===== config.mk =====
export PLATFORM = sky130hd
export DESIGN_NAME = fg_gen
export DESIGN_NICKNAME = d
export VERILOG_FILES = /design/src/rtl/fg_pkg.sv /design/src/rtl/fg_div.sv /design/src/rtl/fg_gen.sv
export SDC_FILE = /design/constraint.sdc
export NUM_CORES = 1
export LEC_CHECK = 0
export BUFFER_PORTS_ARGS = -buffer_cell sky130_fd_sc_hd__buf_4
export CAP_MARGIN = 20
export CELL_PAD_IN_SITES_DETAIL_PLACEMENT = 0
export CELL_PAD_IN_SITES_GLOBAL_PLACEMENT = 1
export CORE_ASPECT_RATIO = 0.8
export CORE_MARGIN = 5
export CORE_UTILIZATION = 33
export CTS_CLUSTER_SIZE = 40
export DETAILED_ROUTE_END_ITERATION = 7
export PLACE_DENSITY_LB_ADDON = 0.1
export SYNTH_ARGS = -nofsm -noshare
export SYNTH_HDL_FRONTEND = slang
export SYNTH_HIERARCHICAL = 1
export SYNTH_SLANG_ARGS = --single-unit

===== constraint.sdc =====
create_clock -name sys_clk -period 4.4 [get_ports sys_clk]
set_input_delay 0.22 -clock sys_clk [delete_from_list [all_inputs] [get_ports sys_clk]]
set_output_delay 0.22 -clock sys_clk [all_outputs]
set_load 0.005 [all_outputs]

===== src/rtl/fg_pkg.sv =====
// Shared types, widths and helpers for the fan tach (FG) generator.
package fg_pkg;

  localparam int unsigned RPM_W        = 16;
  localparam int unsigned HALF_W       = 26;
  localparam int unsigned NUM_W        = 32;
  localparam int unsigned CLK_FREQ_DEF = 50_000_000;

  // 2 pulses/rev, 2 half-periods/pulse: half_cnt = 60*f/(4*rpm) = 15*f/rpm
  localparam int unsigned HALF_SCALE   = 15;

  typedef enum logic [1:0] {
    IDLE = 2'd0,
    CALC = 2'd1,
    RUN  = 2'd2
  } fg_state_e;

  // One generated speed setting: the RPM it represents and its half-period
  typedef struct packed {
    logic [RPM_W-1:0]  rpm;
    logic [HALF_W-1:0] half;
  } fg_set_t;

  // Clamp a non-zero request into [lo, hi]
  function automatic logic [RPM_W-1:0] clamp_rpm(input logic [RPM_W-1:0] rpm,
                                                 input logic [RPM_W-1:0] lo,
                                                 input logic [RPM_W-1:0] hi);
    logic [RPM_W-1:0] res;
    res = rpm;
    if (rpm < lo) res = lo;
    if (rpm > hi) res = hi;
    return res;
  endfunction

  // Dividend of the half-period division for a given clock frequency
  function automatic logic [NUM_W-1:0] half_numer(input int unsigned clk_freq);
    return NUM_W'(64'(HALF_SCALE) * 64'(clk_freq));
  endfunction

endpackage


===== src/rtl/fg_div.sv =====
// Serial restoring divider, 32-bit dividend by 16-bit divisor, one quotient
// bit per cycle. Operands load on i_start; o_done pulses when the quotient
// is final, 32 cycles after the load. o_last_c flags the final step cycle.
module fg_div
  import fg_pkg::*;
(
  input  logic             sys_clk,
  input  logic             sys_rst,
  input  logic             i_start,
  input  logic [NUM_W-1:0] i_num,
  input  logic [RPM_W-1:0] i_den,
  output logic [NUM_W-1:0] o_quot,
  output logic             o_done,
  output logic             o_last_c
);

  localparam int unsigned CNT_W = $clog2(NUM_W);

  logic [NUM_W-1:0] r_quot;
  logic [RPM_W-1:0] r_rem;
  logic [RPM_W-1:0] r_den;
  logic [CNT_W-1:0] r_cnt;
  logic             r_busy;
  logic             r_done;

  logic [RPM_W:0]   w_shift;
  logic [RPM_W+1:0] w_diff;
  logic             w_fits;

  // Trial subtraction of the divisor from the shifted partial remainder
  always_comb begin
    w_shift = {r_rem, r_quot[NUM_W-1]};
    w_diff  = {1'b0, w_shift} - {2'b00, r_den};
    w_fits  = ~w_diff[RPM_W+1];
  end

  // Load operands on start, then retire one quotient bit per cycle
  always_ff @(posedge sys_clk) begin
    if (sys_rst) begin
      r_quot <= '0;
      r_rem  <= '0;
      r_den  <= '0;
      r_cnt  <= '0;
      r_busy <= 1'b0;
      r_done <= 1'b0;
    end else begin
      r_done <= 1'b0;
      if (i_start) begin
        r_quot <= i_num;
        r_rem  <= '0;
        r_den  <= i_den;
        r_cnt  <= '0;
        r_busy <= 1'b1;
      end else if (r_busy) begin
        r_rem  <= w_fits ? w_diff[RPM_W-1:0] : w_shift[RPM_W-1:0];
        r_quot <= {r_quot[NUM_W-2:0], w_fits};
        r_cnt  <= r_cnt + CNT_W'(1);
        if (r_cnt == CNT_W'(NUM_W-1)) begin
          r_busy <= 1'b0;
          r_done <= 1'b1;
        end
      end
    end
  end

  assign o_quot   = r_quot;
  assign o_done   = r_done;
  assign o_last_c = r_busy && (r_cnt == CNT_W'(NUM_W-1));

endmodule


===== src/rtl/fg_gen.sv =====
// Fan tach (FG) emulator: turns an RPM request into a 50% duty square wave
// at 2 pulses per revolution. Speed changes wait for the end of the current
// period so no partial pulse is emitted.
// Optional build macro FG_STALL_EN adds stall_in, which freezes the output
// and its phase counter to emulate a locked rotor.
module fg_gen
  import fg_pkg::*;
#(
  parameter int unsigned CLK_FREQ = CLK_FREQ_DEF,
  parameter int unsigned RPM_MIN  = 30,
  parameter int unsigned RPM_MAX  = 20000
) (
  input  logic             sys_clk,
  input  logic             sys_rst,
  input  logic [RPM_W-1:0] rpm_in,
  input  logic             rpm_valid,
`ifdef FG_STALL_EN
  input  logic             stall_in,
`endif
  output logic             rpm_ready,
  output logic             fg_signal,
  output logic [RPM_W-1:0] rpm_active
);

  localparam logic [NUM_W-1:0]  NUMER    = half_numer(CLK_FREQ);
  localparam logic [RPM_W-1:0]  RPM_LO   = RPM_W'(RPM_MIN);
  localparam logic [RPM_W-1:0]  RPM_HI   = RPM_W'(RPM_MAX);
  localparam logic [HALF_W-1:0] HALF_ONE = HALF_W'(1);

  fg_state_e         r_state;
  logic              r_ready;
  logic              r_fg;
  logic              r_gen;
  logic              r_pend_valid;
  fg_set_t           r_pend;
  logic [RPM_W-1:0]  r_active;
  logic [RPM_W-1:0]  r_req_rpm;
  logic [HALF_W-1:0] r_half;
  logic [HALF_W-1:0] r_phase;

  logic              w_accept;
  logic              w_zero;
  logic              w_start;
  logic              w_stall;
  logic              w_div_done;
  logic              w_div_last;
  logic              w_at_end;
  logic              w_use_new;
  logic [RPM_W-1:0]  w_rpm_c;
  logic [NUM_W-1:0]  w_quot;
  fg_set_t           w_fresh;
  fg_set_t           w_next_set;

`ifdef FG_STALL_EN
  assign w_stall = stall_in;
`else
  assign w_stall = 1'b0;
`endif

  // Handshake decode, request clamping and selection of the next setting
  always_comb begin
    w_accept     = rpm_valid && r_ready;
    w_zero       = (rpm_in == '0);
    w_start      = w_accept && !w_zero;
    w_rpm_c      = clamp_rpm(rpm_in, RPM_LO, RPM_HI);
    w_fresh.rpm  = r_req_rpm;
    // Saturate rather than wrap if a build ever produces an oversized quotient
    w_fresh.half = (|w_quot[NUM_W-1:HALF_W]) ? '1 : w_quot[HALF_W-1:0];
    // A result finishing on the boundary cycle is used directly
    w_next_set   = w_div_done ? w_fresh : r_pend;
    w_use_new    = (w_div_done || r_pend_valid) && !w_accept;
    w_at_end     = (r_phase == r_half - HALF_ONE);
  end

  fg_div u_div (
    .sys_clk  (sys_clk),
    .sys_rst  (sys_rst),
    .i_start  (w_start),
    .i_num    (NUMER),
    .i_den    (w_rpm_c),
    .o_quot   (w_quot),
    .o_done   (w_div_done),
    .o_last_c (w_div_last)
  );

  // Control FSM, pending-setting register and square-wave generator
  always_ff @(posedge sys_clk) begin
    if (sys_rst) begin
      r_state      <= IDLE;
      r_ready      <= 1'b1;
      r_fg         <= 1'b0;
      r_gen        <= 1'b0;
      r_pend_valid <= 1'b0;
      r_pend       <= '0;
      r_active     <= '0;
      r_req_rpm    <= '0;
      r_half       <= '0;
      r_phase      <= '0;
    end else begin
      case (r_state)
        IDLE, RUN: begin
          if (w_start) begin
            r_state   <= CALC;
            r_ready   <= 1'b0;
            r_req_rpm <= w_rpm_c;
          end else if (w_accept) begin
            r_state <= IDLE;
          end
        end
        CALC: begin
          if (w_div_last) begin
            r_state <= RUN;
            r_ready <= 1'b1;
          end
        end
        default: begin
          r_state <= IDLE;
          r_ready <= 1'b1;
        end
      endcase

      // Any accepted request supersedes a setting still waiting to apply
      if (w_accept) begin
        r_pend_valid <= 1'b0;
      end else if (w_div_done) begin
        r_pend_valid <= 1'b1;
        r_pend       <= w_fresh;
      end

      if (w_accept && w_zero) begin
        r_fg     <= 1'b0;
        r_gen    <= 1'b0;
        r_phase  <= '0;
        r_half   <= '0;
        r_active <= '0;
      end else if (!w_stall) begin
        if (!r_gen) begin
          // Stopped: start a fresh high phase once a setting is pending
          if (r_pend_valid && !w_accept) begin
            r_gen        <= 1'b1;
            r_fg         <= 1'b1;
            r_phase      <= '0;
            r_half       <= r_pend.half;
            r_active     <= r_pend.rpm;
            r_pend_valid <= 1'b0;
          end
        end else if (w_at_end) begin
          r_phase <= '0;
          r_fg    <= !r_fg;
          // End of the low phase is the period boundary
          if (!r_fg && w_use_new) begin
            r_half       <= w_next_set.half;
            r_active     <= w_next_set.rpm;
            r_pend_valid <= 1'b0;
          end
        end else begin
          r_phase <= r_phase + HALF_ONE;
        end
      end
    end
  end

  assign rpm_ready  = r_ready;
  assign fg_signal  = r_fg;
  assign rpm_active = r_active;

endmodule


# After elaboration in Yosys (flattened, before gate mapping)
# Index checks and enable logic that the tools add are counted.
# totals
register_bits	203
input_bits	19
output_inout_bits	18
elab_cells	101
# op_classes
add_sub_neg	4
n_lt_le_gt_ge	2
n_eq_ne	9
n_mux	41
bitwise	2
reduce_logical	25
# ops
op	count
$mux 26	8
$mux 16	7
$mux 30	2
$mux 42	1
$add 26x1->26 const B	1
$eq 26x26->1	1
$sub 26x1->26 const B	1
$mux 1	18
$sub 17x16->18	1
$gt 16x15->1 const B	1
$logic_not 16->1	1
$lt 16x5->1 const B	1
$ne 2x1->1 const B	4
$reduce_and 2->1	4
$logic_and 1x1->1	7
$mux 2	3
$reduce_or 2->1	3
$reduce_or 6->1	1
$add 5x1->5 const B	1
$eq 5x5->1 const B	1
$pmux 2 s2	1
$reduce_bool 2->1	2
$logic_not 1->1	3
$ne 3x2->1 const B	1
other kinds (8)	9

# Longest topological paths before layout
# depth
depth_word	8
ltp_mapped	13
ltp_nobuf	11

# Modules after synthesis
# The synthesis kept the hierarchy.
# modules_own_cells
module	instances	cells_per_inst	area_each_um2	seq_area_each_um2
fg_gen	1	758	6339.8	2642.5
fg_div	1	472	3887.5	1421.4

# Worst setup path after synthesis
# Ideal clock, no wire load.
# synth_timing
kind	register to register
start	reg r_half[0]
end	reg r_active[10] (netlist: rpm_active[10])
setup_time_ns	0.134
t_arrival_ns	3.309
required_time_ns	4.266
slack_ns	0.957
path_stages_with_launch	13
path_buffers	2
synth_period_minus_slack_ns	3.443
cell_sequence	dfxtp_1 inv_1 ha_1 nor3b_1 nand4_1 xnor2_1 a2111oi_0 o2111ai_1 o41ai_4 and2_1 buf_2 buf_4 a211oi_1
# synth_between
elab_chain_cells	4
# synth_rtl
element	line_no	text
start: declaration	fg_gen.sv:38	logic [HALF_W-1:0] r_half;
start signal: assignment	fg_gen.sv:143	r_half <= r_pend.half;
start signal: assignment	fg_gen.sv:152	r_half <= w_next_set.half;
$sub 26x1->26	fg_gen.sv:72	w_at_end = (r_phase == r_half - HALF_ONE);
$eq 26x26->1	fg_gen.sv:72	
$ne 2x1->1 (no line)	n/a	
$reduce_and 3->1 (no line)	n/a	
end signal: assignment	fg_gen.sv:144	r_active <= r_pend.rpm;
end signal: assignment	fg_gen.sv:153	r_active <= w_next_set.rpm;
end: declaration	fg_gen.sv:36	logic [RPM_W-1:0] r_active;
# Every way passes these cells.
# A chain may end at the register's enable or synchronous reset.

# Final worst setup path
# layout_timing
start	reg r_half[4]
end	reg r_active[11] (netlist: rpm_active[11])
# Same word-level chain as after synthesis.

==> run summary <==
Die outline height -> 167 um
Number of placed I/O pins -> 37
Worst hold-check slack -> 0.0866 ns
Num CTS Buffers -> 25
Crit Path Class -> reg -> reg
Root buffer cell -> sky130_fd_sc_hd__clkbuf_16
Yosys warning count -> 6
Sequential cell area in the final layout -> 4070 um^2
Total negative slack -> 0 ns
Area added between synthesis and finish -> 14.0%
Distinct cell type count of the synthesized netlist -> 76
Static leakage -> 4.55 nW
Initial Util -> 0.336
Worst-case reg-to-reg path depth -> 9
Hold-critical path depth -> 5
Dominant cell type by area after synthesis -> sky130_fd_sc_hd__dfxtp_1
Shortest clock period the worst path allows after layout -> 3.89 ns
Grt ovf -> 0
Via count of the first global-routing pass -> 7877
Sw frac -> 0.270
Async set-reset flop share out of synthesis -> 0
Total routing usage reported by global routing -> 0.160
Status -> finished, final reports clean
ANT nets after route -> 0
Vias per inst -> 5.05
Total length of routed wires -> 28000 um
Pint -> 3.27 mW
Number of buffers added on ports -> 36
Count of final max-slew check failures -> 0
Pre-CTS setup slack -> 0.516 ns
Fraction of final layout cells sized beyond drive strength 1 -> 0.0858
Worst-case clock buffer depth -> 3
Combinational group share of total power -> 0.132
Hold Fails Final Rpt -> 0
Crit end category -> flop
Final Util -> 0.383
Count of antenna diodes in the layout -> 0
Part of the Yosys area used for sequential elements -> 0.397
Relative slew margins -> 0.310
Average instance area after synthesis -> 8.31 um^2
Total of cells resized after clock tree synthesis -> 0
Area of combinational cells with multiple inputs -> 5820 um^2
Initial antenna violation count -> 0
Unrepaired setup endpoints after global routing -> false
CTS Hold Bufs -> 0
Power Total -> 4.48 mW
Setup violations, final -> 0
Part of the cycle the worst path needs -> 0.885
Post-layout nets -> 1299
Achievable clock frequency -> 257 MHz
Number of violations of the max-capacitance limit -> 0
Proportion of power drawn by flip-flops and latches -> 0.440
Htree depth -> 1
#FFs+latches synth -> 203
Placeable core region -> 30500 um^2
Data arrival at the endpoint of the critical path -> 4.27 ns
Global-route met2 utilization -> 0.210
Post-CTS setup repair buffer count -> 0
Global-route wire length before repair -> 45500 um
Layout fillers -> 3103
Net switching power -> 1.21 mW
Top cell type's share of synthesized area -> 0.397
Type of element launching the critical path -> flop
Die span in x -> 207 um
Number of optimization iterations in the first detailed-route pass -> 4
Setup Skew -> 0.0136 ns
Routing usage on met3 -> 0.0238
Largest fanout on the critical path -> 10
Instance count of the mapped netlist -> 1230
Area of the mapped netlist -> 10200 um^2
FP Rows -> 57
Maximum number of pins on one net before global-route repair -> 81
Initial DRC count -> 466
Worst EP required -> 4.77 ns
Met1 capacity usage during global routing -> 0.273
Power Density -> 384 nW/um^2
Final setup margin -> 0.506 ns
Final routed DRC violation total -> 0
Worst supply voltage drop on vdd -> 268 uV
Via total after detailed routing -> 8500
Path class of the lowest-slack min-delay path -> in -> reg
Detailed-placement wirelength estimate -> 19400 um
Skew-Pair Late Insertion Delay -> 0.51 ns
Tightest Pin Transition -> 1.04 ns
Top cells by area in the synthesized netlist -> sky130_fd_sc_hd__dfxtp_1 40%, sky130_fd_sc_hd__mux2i_1 7.7%, sky130_fd_sc_hd__nor2_1 7.5%
Global routing's busiest layer -> met1
Clock transition at the register clock pins on the worst setup and hold paths after CTS -> 0.06 ns
Top_reg_cell synth -> sky130_fd_sc_hd__dfxtp_1
Area of the die -> 34600 um^2
Clock power share -> 0.428
Placer congestion estimate -> 0.808
TritonCTS clock tree -> done
Leading post-synthesis cells by instance count -> 203 x sky130_fd_sc_hd__dfxtp_1, 203 x sky130_fd_sc_hd__nor2_1, 96 x sky130_fd_sc_hd__a21oi_1
Clock sink count -> 203
Post-synth EDFFs -> 0
Detail-routed net length per standard cell -> 16.6 um
==> critical path, stage by stage, from the launching register on <==
cell                        delay (ns)
sky130_fd_sc_hd__dfxtp_1          0.38
sky130_fd_sc_hd__nor4_2           0.69
sky130_fd_sc_hd__nand4_1          0.30
sky130_fd_sc_hd__xnor2_1          0.21
sky130_fd_sc_hd__a2111oi_0        0.70
sky130_fd_sc_hd__o2111ai_1        0.28
sky130_fd_sc_hd__o41ai_4          0.53
sky130_fd_sc_hd__and2_1           0.34
sky130_fd_sc_hd__buf_4            0.23
sky130_fd_sc_hd__a211oi_1         0.08
==> placed cells by master, fill, tap and decap left out, drive strengths merged, types with 20 or more instances in the layout <==
cell type	n
a211oi	21
a21oi	97
buf	54
clkbuf	35
conb	33
dfxtp	203
ha	20
inv	30
mux2i	79
nand2	86
nand3	22
nand4	24
nor2	204
nor3	48
o21ai	30
o22ai	27
o2bb2ai	27
xnor2	31
xor2	31
==> cells by family after synthesis <==
family | count (synthesis) | synth area share
multiplexers | 80 | 0.0784
AO/OA/AOI/OAI | 267 | 0.174
buffers and inverters | 113 | 0.0453
adder cells (fa/ha/maj) | 21 | 0.0264
AND/OR/NAND/NOR | 482 | 0.225
flip-flops | 203 | 0.397
XOR/XNOR | 62 | 0.0531
other | 2 | 0.000734
==> worst paths after layout <==
kind,startpoint,endpoint,slack (ns)
setup / recovery,r_half[4]$_SDFFE_PP0P_,rpm_active[11]$_SDFFE_PP0P_,0.51
hold reg to reg,r_pend[36]$_SDFFE_PP0N_,r_pend[36]$_SDFFE_PP0N_,0.45
setup reg to reg,r_half[4]$_SDFFE_PP0P_,rpm_active[11]$_SDFFE_PP0P_,0.51
hold / removal,rpm_in[14],u_div/r_den[14]$_SDFFE_PP0P_,0.09
==> flip-flops by register name, indices dropped and copies added, names as in the netlist <==
signal and count:
r_req_rpm 16, u_div/o_done 1, rpm_active 16, u_div/r_cnt 5, rpm_ready 1, u_div/r_busy 1, r_state 2, u_div/r_rem 16
r_phase 26, r_pend 42, u_div/o_quot 32, r_gen 1, fg_signal 1, r_half 26, r_pend_valid 1, u_div/r_den 16
==> layout make-up <==
| cell class | count | area share |
|---|---|---|
| clock buffers | 35 | 0.0594 |
| clock inverters | 4 | 0.00408 |
| inverters | 30 | 0.00965 |
| multi-input cells | 945 | 0.499 |
| flip-flops and latches | 203 | 0.349 |
| well taps | 413 | 0.0443 |
| repair buffers | 54 | 0.0348 |
==> layer usage <==
metal  routed length, um  part of all wire  vias to the layer above
li1                    -                 -                     4408
met2               10600              0.38                      119
met3                 964             0.034                       26
met1               16000              0.57                     3947
met4                 384             0.014                        0
met5                   0                 0                        -
==> power by group through the flow <==
| stage | Sequential, mW | Combinational, mW | Clock (mW) |
|---|---|---|---|
| after floorplan | 1.97 | 0.494 | 0 |
| after global placement | 2.01 | 0.596 | 0 |
| after global routing | 1.98 | 0.666 | 2.07 |
| after detailed placement | 2.01 | 0.594 | 0 |
| final | 1.97 | 0.591 | 1.92 |
| after CTS | 1.97 | 0.598 | 1.99 |
==> metrics by stage <==
| stage | area (um^2) | instances |
|---|---|---|
| floorplan | 10300 | 1261 |
| detailed placement | 10900 | 1645 |
| finish | 11700 | 1684 |
| CTS | 11700 | 1684 |
| global placement | 10900 | 1645 |
| global route | 11700 | 1684 |
No activity file was read; power rests on OpenSTA's default activity.
